### src/rtl/addr_decode_pkg.sv
// Shared definitions for the banked address decoder: attribute bit layout,
// the PET default map entry type and the function that produces it.
package addr_decode_pkg;

  localparam int DEV_RAM   = 0;
  localparam int DEV_MAGIC = 1;
  localparam int DEV_PIA1  = 2;
  localparam int DEV_PIA2  = 3;
  localparam int DEV_VIA   = 4;
  localparam int DEV_CRTC  = 5;

  // Flag positions counted upward from the first bit above the device field.
  localparam int ATTR_IO_OFS  = 0;
  localparam int ATTR_RO_OFS  = 1;
  localparam int ATTR_MIR_OFS = 2;

  localparam int PET_AW = 17;

  typedef struct packed {
    logic              en;
    logic [PET_AW-1:0] base;
    logic [PET_AW-1:0] mask;
    logic [2:0]        dev;
    logic              io;
    logic              ro;
    logic              mir;
  } pet_entry_t;

  function automatic pet_entry_t pet_default(input int idx);
    pet_entry_t e;
    e    = '0;
    e.en = 1'b1;
    case (idx)
      0: begin e.base = 17'h00000; e.mask = 17'h18000; e.dev = 3'(DEV_RAM); end
      1: begin e.base = 17'h08000; e.mask = 17'h1F000; e.dev = 3'(DEV_RAM); e.mir = 1'b1; end
      2: begin e.base = 17'h0E800; e.mask = 17'h1FFF0; e.dev = 3'(DEV_MAGIC); end
      3: begin e.base = 17'h0E810; e.mask = 17'h1FFF0; e.dev = 3'(DEV_PIA1); e.io = 1'b1; end
      4: begin e.base = 17'h0E820; e.mask = 17'h1FFE0; e.dev = 3'(DEV_PIA2); e.io = 1'b1; end
      5: begin e.base = 17'h0E840; e.mask = 17'h1FFC0; e.dev = 3'(DEV_VIA);  e.io = 1'b1; end
      6: begin e.base = 17'h0E880; e.mask = 17'h1FF80; e.dev = 3'(DEV_CRTC); e.io = 1'b1; end
      default: e.en = 1'b0;
    endcase
    return e;
  endfunction

endpackage

### src/rtl/region_match.sv
// Combinational comparator bank with a lowest-index-wins priority encoder.
// Falls back to the supplied default attribute when no enabled entry matches.
module region_match #(
  parameter int ADDR_WIDTH  = 17,
  parameter int NUM_REGIONS = 8,
  parameter int ATTR_W      = 9,
  parameter int IDX_W       = 3
) (
  input  logic [ADDR_WIDTH-1:0]  addr_i,
  input  logic [NUM_REGIONS-1:0] en_i,
  input  logic [ADDR_WIDTH-1:0]  base_i [NUM_REGIONS],
  input  logic [ADDR_WIDTH-1:0]  mask_i [NUM_REGIONS],
  input  logic [ATTR_W-1:0]      attr_i [NUM_REGIONS],
  input  logic [ATTR_W-1:0]      default_attr_i,
  output logic                   hit_o,
  output logic [IDX_W-1:0]       hit_index_o,
  output logic [ATTR_W-1:0]      attr_o
);

  logic [NUM_REGIONS-1:0] match;

  always_comb begin
    match = '0;
    for (int i = 0; i < NUM_REGIONS; i++) begin
      match[i] = en_i[i] && ((addr_i & mask_i[i]) == (base_i[i] & mask_i[i]));
    end
  end

  // Scan from the top down so the lowest matching index is the last writer.
  always_comb begin
    hit_o       = 1'b0;
    hit_index_o = '0;
    attr_o      = default_attr_i;
    for (int i = NUM_REGIONS - 1; i >= 0; i--) begin
      if (match[i]) begin
        hit_o       = 1'b1;
        hit_index_o = IDX_W'(i);
        attr_o      = attr_i[i];
      end
    end
  end

endmodule

### src/rtl/banked_address_decoder.sv
// Reprogrammable memory-map decoder: double-buffered region table, registered
// lowest-index-wins decode and sticky write-protect fault capture.
module banked_address_decoder
  import addr_decode_pkg::*;
#(
  parameter int ADDR_WIDTH  = 17,
  parameter int NUM_REGIONS = 8,
  parameter int NUM_DEVICES = 6,
  parameter logic [NUM_DEVICES+2:0] DEFAULT_ATTR =
    (NUM_DEVICES+3)'(1) | ((NUM_DEVICES+3)'(1) << (NUM_DEVICES + ATTR_RO_OFS))
) (
  input  logic                           clk,
  input  logic                           reset_n,
  input  logic [ADDR_WIDTH-1:0]          addr,
  input  logic                           addr_valid,
  input  logic                           addr_we,
  input  logic                           cfg_we,
  input  logic [$clog2(NUM_REGIONS)-1:0] cfg_index,
  input  logic [ADDR_WIDTH-1:0]          cfg_base,
  input  logic [ADDR_WIDTH-1:0]          cfg_mask,
  input  logic [NUM_DEVICES+2:0]         cfg_attr,
  input  logic                           cfg_en,
  input  logic                           cfg_commit,
  input  logic                           fault_clear,
  output logic                           dec_valid,
  output logic [NUM_DEVICES-1:0]         dev_enable,
  output logic                           is_io,
  output logic                           is_readonly,
  output logic                           is_mirrored,
  output logic                           hit,
  output logic [$clog2(NUM_REGIONS)-1:0] hit_index,
  output logic                           wp_fault,
  output logic [ADDR_WIDTH-1:0]          wp_fault_addr,
  output logic [7:0]                     wp_fault_count
);

  localparam int ATTR_W = NUM_DEVICES + 3;
  localparam int IDX_W  = $clog2(NUM_REGIONS);

  typedef struct packed {
    logic                  en;
    logic [ADDR_WIDTH-1:0] base;
    logic [ADDR_WIDTH-1:0] mask;
    logic [ATTR_W-1:0]     attr;
  } region_t;

  // Widen a 17-bit PET entry: base zero-extended, mask one-extended.
  function automatic region_t expand(input pet_entry_t p);
    region_t r;
    r      = '0;
    r.en   = p.en;
    r.base = ADDR_WIDTH'(p.base);
    if (p.en) begin
      r.mask                              = ~ADDR_WIDTH'(~p.mask);
      r.attr[int'(p.dev)]                 = 1'b1;
      r.attr[NUM_DEVICES + ATTR_IO_OFS]   = p.io;
      r.attr[NUM_DEVICES + ATTR_RO_OFS]   = p.ro;
      r.attr[NUM_DEVICES + ATTR_MIR_OFS]  = p.mir;
    end
    return r;
  endfunction

  region_t shadow_q [NUM_REGIONS];
  region_t shadow_d [NUM_REGIONS];
  region_t active_q [NUM_REGIONS];
  region_t active_d [NUM_REGIONS];
  region_t cfg_entry;

  logic [NUM_REGIONS-1:0] act_en;
  logic [ADDR_WIDTH-1:0]  act_base [NUM_REGIONS];
  logic [ADDR_WIDTH-1:0]  act_mask [NUM_REGIONS];
  logic [ATTR_W-1:0]      act_attr [NUM_REGIONS];

  logic              match_hit;
  logic [IDX_W-1:0]  match_index;
  logic [ATTR_W-1:0] match_attr;

  logic                  dec_valid_q, hit_q;
  logic [IDX_W-1:0]      hit_index_q;
  logic [ATTR_W-1:0]     attr_q;
  logic                  fault_q, fault_d;
  logic [ADDR_WIDTH-1:0] fault_addr_q, fault_addr_d;
  logic [7:0]            fault_cnt_q, fault_cnt_d;
  logic                  wp_event;

  assign cfg_entry = '{en: cfg_en, base: cfg_base, mask: cfg_mask, attr: cfg_attr};

  // Commit copies the post-write shadow so a same-cycle write is included.
  always_comb begin
    shadow_d = shadow_q;
    for (int i = 0; i < NUM_REGIONS; i++) begin
      if (cfg_we && (cfg_index == IDX_W'(i))) shadow_d[i] = cfg_entry;
    end
    active_d = cfg_commit ? shadow_d : active_q;
  end

  always_comb begin
    act_en = '0;
    for (int i = 0; i < NUM_REGIONS; i++) begin
      act_en[i]   = active_q[i].en;
      act_base[i] = active_q[i].base;
      act_mask[i] = active_q[i].mask;
      act_attr[i] = active_q[i].attr;
    end
  end

  region_match #(
    .ADDR_WIDTH (ADDR_WIDTH),
    .NUM_REGIONS(NUM_REGIONS),
    .ATTR_W     (ATTR_W),
    .IDX_W      (IDX_W)
  ) u_match (
    .addr_i        (addr),
    .en_i          (act_en),
    .base_i        (act_base),
    .mask_i        (act_mask),
    .attr_i        (act_attr),
    .default_attr_i(DEFAULT_ATTR),
    .hit_o         (match_hit),
    .hit_index_o   (match_index),
    .attr_o        (match_attr)
  );

  // addr_valid only qualifies the access: decode runs every cycle, and only
  // a qualified write to a readonly target counts as a fault.
  assign wp_event = addr_valid && addr_we && match_attr[NUM_DEVICES + ATTR_RO_OFS];

  always_comb begin
    fault_d      = fault_q;
    fault_addr_d = fault_addr_q;
    fault_cnt_d  = fault_cnt_q;
    if (wp_event) begin
      fault_d = 1'b1;
      if (!fault_q || fault_clear) fault_addr_d = addr;
      if (fault_clear)                fault_cnt_d = 8'd1;
      else if (fault_cnt_q != 8'hFF)  fault_cnt_d = fault_cnt_q + 8'd1;
    end else if (fault_clear) begin
      fault_d      = 1'b0;
      fault_addr_d = '0;
      fault_cnt_d  = '0;
    end
  end

  always_ff @(posedge clk or negedge reset_n) begin
    if (!reset_n) begin
      for (int i = 0; i < NUM_REGIONS; i++) begin
        shadow_q[i] <= expand(pet_default(i));
        active_q[i] <= expand(pet_default(i));
      end
      dec_valid_q  <= 1'b0;
      hit_q        <= 1'b0;
      hit_index_q  <= '0;
      attr_q       <= '0;
      fault_q      <= 1'b0;
      fault_addr_q <= '0;
      fault_cnt_q  <= '0;
    end else begin
      shadow_q     <= shadow_d;
      active_q     <= active_d;
      dec_valid_q  <= addr_valid;
      hit_q        <= match_hit;
      hit_index_q  <= match_index;
      attr_q       <= match_attr;
      fault_q      <= fault_d;
      fault_addr_q <= fault_addr_d;
      fault_cnt_q  <= fault_cnt_d;
    end
  end

  assign dec_valid      = dec_valid_q;
  assign dev_enable     = attr_q[NUM_DEVICES-1:0];
  assign is_io          = attr_q[NUM_DEVICES + ATTR_IO_OFS];
  assign is_readonly    = attr_q[NUM_DEVICES + ATTR_RO_OFS];
  assign is_mirrored    = attr_q[NUM_DEVICES + ATTR_MIR_OFS];
  assign hit            = hit_q;
  assign hit_index      = hit_index_q;
  assign wp_fault       = fault_q;
  assign wp_fault_addr  = fault_addr_q;
  assign wp_fault_count = fault_cnt_q;

endmodule

### config.mk
export PLATFORM = sky130hd
export DESIGN_NAME = banked_address_decoder
export DESIGN_NICKNAME = d
export VERILOG_FILES = /design/src/rtl/addr_decode_pkg.sv /design/src/rtl/region_match.sv /design/src/rtl/banked_address_decoder.sv
export SDC_FILE = /design/constraint.sdc
export NUM_CORES = 1
export LEC_CHECK = 0
export CORE_AREA = 2 2 238 299
export CTS_BUF_LIST = sky130_fd_sc_hd__clkbuf_16
export DETAILED_ROUTE_END_ITERATION = 10
export DIE_AREA = 0 0 240 301
export GPL_TIMING_DRIVEN = 0
export PLACE_DENSITY = 0.69
export SYNTH_ARGS = -nofsm -noshare
export SYNTH_HDL_FRONTEND = slang
export SYNTH_HIERARCHICAL = 1
export SYNTH_SLANG_ARGS = --single-unit
### constraint.sdc
create_clock -name clk -period 8.34 [get_ports clk]
set_input_delay 0.834 -clock clk [delete_from_list [all_inputs] [get_ports clk]]
set_output_delay 0.834 -clock clk [all_outputs]
set_load 0.005 [all_outputs]
==> impl_metrics.py, run 1 <==
metrics = {
    "global_routing": {
        "grt_overflow": 0,
        "grt_max_degree": 135,
        "grt_use_total": 0.214,
        "antenna_found_initial": 0,
        "grt_pass1_wl_mm": 115,
        "grt_pass1_vias": 18700,
    },
    "clock_tree": {
        "cts_resized": 0,
        "cts.path.max_buffers": 3,
        "cts_tree": "yes",
        "numCtsBuffers": 74,
        "post-cts-setup-buffer-count": 0,
        "clock_latency_ns": 0.62,
        "cts.sinks": 744,
        "cts_root_buf": "clkbuf_16",
        "clk_transition_reported_paths_ns": 0.06,
        "htreeDepth": 3,
        "cts.hold.buffers_added": 0,
    },
    "sta": {
        "slew_headroom": 0.112,
        "fin_crit_ns": 5.47,
        "slew_viol_final": 0,
        "worst_slew_pin_slew_ns": 1.32,
        "grt_setup_unrepaired": "false",
        "fin_crit_sh": 0.655,
        "hold_viol_final": 0,
        "setup_violations": 0,
        "tns_ns": 0,
        "fin_hold_ws_ns": 0.249,
        "max_clock_freq_mhz": 183,
        "skew_ns": 0.0285,
    },
    "floorplan": {
        "rows": 108,
        "start_util": 0.449,
        "boundaryPins": 111,
        "die_y_um": 301,
        "die_x_um": 240,
        "core_area_um2": 69200,
        "die_area_um2": 72200,
    },
    "synth": {
        "synth_edf_count": 0,
        "yosys.area.top_type": "dfrtp_1",
        "synth_cells": 2019,
        "synth_seq_cells": 744,
        "yosysSeqAreaShare": 0.609,
        "avgSynthCellArea_um2": 15.4,
        "synthArstFlopShare": 1.00,
        "synth_ff_type": "dfrtp_1",
        "yosys_warnings": 6,
        "synth_most_common_cell": "mux2_2",
        "synthTopCellsByCount": "mux2_2, dfrtp_1, dfstp_2",
        "synth_area_um2": 31000,
        "yosys-top-cells-area": "dfrtp_1, mux2_2, dfstp_2",
        "ys_types": 58,
        "synth_top_area_share": 0.423,
    },
    "placed_design": {
        "port_buffers": 104,
        "place.gp.congestion": 0.815,
        "post-dp-hpwl_mm": 54.2,
    },
    "critical_path": {
        "critical_path_class": "primary input to flop",
        "critPathBufInv": 4,
        "startpoint_type": "primary input",
        "r2r-start": "act_base[10]$_DFFE_PN0P_",
        "critPathMaxStageDelay_ns": 0.71,
        "cp_cell_sequence": "clkdlybuf4s50_1, buf_2, xor2_1, a22oi_1, nand2_1, or4_4, buf_6, o211ai_1, a21oi_1, o31ai_1, nand3_1, a21oi_1, buf_2, a22o_1",
        "cpLargestDelayFamily": "compound AO/OA/AOI/OAI gates",
        "crit_start": "addr[10]",
        "worstPathArrival_ns": 6.01,
        "slowest_stage": "o31ai_1",
        "end_kind": "flop",
        "crit_path_max_fanout": 10,
        "required_ns": 8.89,
    },
    "routing": {
        "dr.pass1.iters": 5,
        "routed_wl_mm": 75.8,
        "num_vias": 17400,
        "drc": 0,
        "via_per_inst": 5.44,
        "ant_nets": 0,
        "drt_iter0_drc": 974,
        "wire_per_inst_um": 23.7,
    },
    "pwr": {
        "p_comb_frac": 0.183,
        "power.density_nw_per_um2": 283,
        "p_int_uw": 7470,
        "ir_drop_mv": 0.169,
        "p_leak_uw": 0.0152,
        "swShare": 0.263,
        "sequentialPowerShare": 0.499,
        "p_switching_uw": 2660,
        "clkPwrFrac": 0.318,
    },
    "final_layout": {
        "areaGrowthSynthToFinish_pct": 15.3,
        "postLayoutCoreUtil": 0.517,
        "drive_gt1_frac": 0.468,
        "diodes": 0,
        "fillers": 5816,
        "num-nets-final": 2284,
    },
    "run": {
        "max_cap_violations": 0,
    },
    "worst_hold_path": {
        "worstHoldPathType": "primary input to asynchronous set/reset pin",
    },
    "run_status": {
        "status": "completed",
    },
}
## routing by layer
| metal | GRT usage | share of wire | vias to the layer above |
|---|---|---|---|
| met5 | 0 | 0 | - |
| met4 | 0.0796 | 0.032 | 0 |
| met3 | 0.0275 | 0.037 | 138 |
| met2 | 0.368 | 0.51 | 380 |
| met1 | 0.275 | 0.42 | 9287 |
| li1 | - | - | 7637 |
## cells by family after synthesis
family,Yosys count,share of synthesized area
flip-flops,744,0.609
multiplexers,707,0.260
AO/OA/AOI/OAI,158,0.0393
AND/OR/NAND/NOR,150,0.0316
XOR/XNOR,136,0.0384
buffers and inverters,121,0.0212
other,2,0.000242
adder cells (fa/ha/maj),1,0.000403
## state kept, by name, summed over array words and instances, names as in the netlist, 8 cells and up
| name | cells |
|---|---|
| act_en | 8 |
| act_attr | 72 |
| act_base | 136 |
| shadow_q | 352 |
| attr_q | 9 |
| wp_fault_count | 8 |
| wp_fault_addr | 17 |
| act_mask | 136 |
## cell usage in the layout, fill, tap and decap left out, drive strengths merged, types with 21 or more instances in the layout
| master | netlist | layout |
|---|---|---|
| dfrtp | 524 | 524 |
| mux2 | 704 | 704 |
| a22o | 21 | 21 |
| inv | 14 | 33 |
| a22oi | 59 | 59 |
| buf | 72 | 79 |
| nand2 | 48 | 48 |
| dfstp | 220 | 220 |
| clkbuf | 35 | 111 |
| clkdlybuf4s50 | 0 | 103 |
| clkinv | 0 | 33 |
| nand4 | 21 | 21 |
| xor2 | 136 | 136 |
## worst reg2reg max path: stages (launching register included)
cell and delay [ns]:
dfrtp_1 0.38, xor2_1 0.16, a22oi_1 0.36, nand2_1 0.38, or4_4 0.60, buf_6 0.16, o211ai_1 0.25, a21oi_1 0.18
o31ai_1 0.71, nand3_1 0.32, a21oi_1 0.65, buf_2 0.37, a22o_1 0.18
## power groups by stage
stage | logic, uW | clock network, uW | registers, uW
global route | 2010 | 3450 | 5150
detailed placement | 1840 | 0 | 5110
CTS | 1850 | 3300 | 5060
floorplan | 1270 | 0 | 4980
global placement | 1750 | 0 | 5110
finish | 1850 | 3220 | 5050
## per-stage QoR
step	area [um^2]	power, uW	cells	setup slack, ns
4_1_cts	35800	10200	3206	2.97
2_1_floorplan	31100	6250	2026	4.44
5_1_grt	35800	10600	3206	2.65
3_3_place_gp	33300	6860	3065	-24.54
3_5_place_dp	33400	6960	3071	2.33
6_report	35800	10100	3206	2.87
## area by class of cell
class / instances / area, um^2 / area share
buffer: 107 / 604 / 0.0169
clock buffer: 76 / 1900 / 0.0532
clock inverter: 59 / 425 / 0.0119
inverter: 14 / 52.6 / 0.00147
multi-input combinational: 1161 / 11500 / 0.322
sequential: 744 / 18900 / 0.528
tap: 935 / 1170 / 0.0327
timing repair buffer: 110 / 1210 / 0.0339
## path summary, 6_finish.rpt
kind | to | slack, ns | depth (start not counted)
worst max-delay path | wp_fault_addr[12]$_DFFE_PN0P_ | 2.87 | 14
worst max register to register | wp_fault_addr[12]$_DFFE_PN0P_ | 3.60 | 12
max in group asynchronous | act_mask[128]$_DFFE_PN0P_ | 6.07 | 4
min in group clk | shadow_q[330]$_DFF_PN0_ | 0.48 | 1
worst min register to register | shadow_q[330]$_DFF_PN0_ | 0.48 | 1
worst min-delay path | act_base[44]$_DFFE_PN0P_ | 0.25 | 1
Power figures use the tool's default switching activity.
==> run 2: changes to the inputs <==
--- a/config.mk
+++ b/config.mk
@@ -10,7 +10,7 @@
 export DETAILED_ROUTE_END_ITERATION = 10
 export DIE_AREA = 0 0 240 301
 export GPL_TIMING_DRIVEN = 0
-export PLACE_DENSITY = 0.69
+export PLACE_DENSITY = 0.72
 export SYNTH_ARGS = -nofsm -noshare
 export SYNTH_HDL_FRONTEND = slang
 export SYNTH_HIERARCHICAL = 1
==> constraint.sdc (replaced) <==
create_clock -name clk -period 4.7 [get_ports clk]
set_input_delay 0.47 -clock clk [delete_from_list [all_inputs] [get_ports clk]]
set_output_delay 0.47 -clock clk [all_outputs]
set_load 0.005 [all_outputs]
==> run 2 against run 1 <==
Critical path depth is the same. Setup slack got worse by 2.7 ns. Count of clock-buffer cells in the layout shrank 3. Non-clock buffer count is 1 higher. Cell count hardly changed. Core utilization shrank 0.24 points. Die area unchanged. Register-to-register slack lost 3.1 ns. Critical path type unchanged. Largest cell class unchanged. Largest power group unchanged.
==> impl_metrics.py, run 2 (synthesis gave the netlist of run 1 again) <==
metrics = {
    "floorplan": {
        "die_area_um2": 72200,
        "boundaryPins": 111,
        "core_area_um2": 69200,
        "die_y_um": 301,
        "die_x_um": 240,
        "rows": 108,
        "start_util": 0.449,
    },
    "routing": {
        "num_vias": 17300,
        "wire_per_inst_um": 23.5,
        "drt_iter0_drc": 1073,
        "ant_nets": 0,
        "routed_wl_mm": 75.4,
        "via_per_inst": 5.41,
        "dr.pass1.iters": 5,
        "drc": 0,
    },
    "final_layout": {
        "num-nets-final": 2283,
        "largest_reg_flops": 352,
        "final_common_cell": "mux2_2",
        "stdcell_count": 3203,
        "design_area_um2": 35600,
        "areaGrowthSynthToFinish_pct": 14.7,
        "drive_gt1_frac": 0.465,
        "final_cell_mix": "mux2_2, dfrtp_1, dfstp_2, xor2_1, clkdlybuf4s50_1",
        "diodes": 0,
        "largest-register": "shadow_q",
        "fillers": 5783,
    },
    "sta": {
        "setup_violations": 0,
        "fin_crit_ns": 4.50,
        "hold_viol_final": 0,
        "fin_crit_sh": 0.958,
        "skew_ns": 0.0255,
        "grt_setup_unrepaired": "false",
        "max_clock_freq_mhz": 222,
        "slew_viol_final": 0,
        "slew_headroom": 0.237,
        "worst_slew_pin_slew_ns": 1.13,
    },
    "clock_tree": {
        "cts_tree": "yes",
        "cts.path.max_buffers": 3,
        "cts.sinks": 744,
        "clock_latency_ns": 0.61,
        "cts_root_buf": "clkbuf_16",
        "clk_transition_reported_paths_ns": 0.07,
        "numCtsBuffers": 72,
        "htreeDepth": 3,
    },
    "global_routing": {
        "antenna_found_initial": 1,
        "grt_pass1_wl_mm": 116,
        "grt_use_total": 0.214,
        "grt_max_degree": 133,
        "grt_pass1_vias": 18700,
        "grt_overflow": 0,
    },
    "pwr": {
        "ir_drop_mv": 0.264,
        "p_leak_uw": 0.0152,
        "power.density_nw_per_um2": 494,
    },
    "critical_path": {
        "startpoint_type": "primary input",
        "ff2ff_setup_slack_ns": 0.50,
        "critical_path_class": "primary input to flop",
        "end_kind": "flop",
        "required_ns": 5.21,
        "worstPathArrival_ns": 5.01,
        "crit_path_max_fanout": 10,
    },
    "placed_design": {
        "post-dp-hpwl_mm": 54.0,
        "port_buffers": 104,
        "dpl_cell_area_um2": 33400,
        "place.gp.congestion": 0.805,
        "dpl.cell_count": 3071,
    },
    "run": {
        "max_cap_violations": 0,
    },
    "run_status": {
        "status": "completed",
    },
    "worst_hold_path": {
        "worstHoldPathType": "primary input to flop",
    },
}
==> run 2: cell count changes in the layout (fill, tap and decap cells not counted), moves of 2 or more <==
cell / change
bufinv_16: -5
clkbuf_16: -3
clkinv_8: +2
inv_1: +8
clkinv_2: -4
==> run 2: where the power goes <==
group	switching [uW]	internal, uW
registers	712	8260
clock network	2440	2880
logic	1570	1730
total	4710	12900
==> run 2: per-layer routing <==
layer	vias up	part of all wire	global-route usage
met5	-	0.00016	0
met4	2	0.026	0.0720
met3	114	0.038	0.0283
met2	398	0.51	0.372
met1	9215	0.42	0.275
li1	7612	-	-
==> run 2: layout make-up <==
type / instances / area [um^2] / area share
sequential: 744 / 18900 / 0.531
multi-input combinational: 1161 / 11500 / 0.324
clock buffer: 73 / 1830 / 0.0513
timing repair buffer: 112 / 1230 / 0.0345
tap: 935 / 1170 / 0.0329
buffer: 106 / 601 / 0.0169
clock inverter: 58 / 304 / 0.00854
inverter: 14 / 52.6 / 0.00148
==> run 2: stage by stage <==
step                      setup slack, ns  hold WS (ns)  utilization  setup TNS (ns)  power, uW
after floorplan                      1.16         0.174            -               0      11100
after detailed placement           -0.771         0.468        0.483          -13.48      12300
final                               0.200         0.235        0.515               0      17600
after CTS                           0.153         0.192        0.515               0      17700
after global routing               0.0890         0.241        0.515               0      18400
after global placement             -27.60         0.458        0.481               -      12200
==> run 2: final timing paths <==
check | depth (start not counted) | to | startpoint
setup / recovery | 14 | wp_fault_count[5]$_DFFE_PN0P_ | addr[4]
hold / removal | 2 | wp_fault_count[1]$_DFFE_PN0P_ | fault_clear
setup reg to reg | 12 | wp_fault_count[5]$_DFFE_PN0P_ | act_base[13]$_DFFE_PN0P_
hold reg to reg | 1 | shadow_q[341]$_DFF_PN0_ | shadow_q[341]$_DFF_PN0_
max in group asynchronous | 5 | shadow_q[242]$_DFF_PN1_ | reset_n
min in group asynchronous | 2 | shadow_q[2]$_DFF_PN0_ | reset_n
==> run 2: timing repair <==
item / CTS / global route
hold endpoints to repair: 58 / 0
gates cloned: 0 / 0
gates resized for setup: 2 / 2
pin swaps: 1 / 0
setup endpoints to repair: 11 / 6
hold buffers: 1 / 0
setup buffers: 1 / 0
==> run 2: critical path, stage by stage <==
cell,delay (ns)
clkdlybuf4s50_1,0.48
buf_2,0.37
xor2_1,0.15
a22oi_2,0.35
nand4_4,0.28
or4_4,0.60
buf_6,0.16
o211ai_1,0.22
a21oi_1,0.21
o31ai_4,0.36
and3_1,0.32
nand4_1,0.26
or4_1,0.56
a21oi_1,0.18
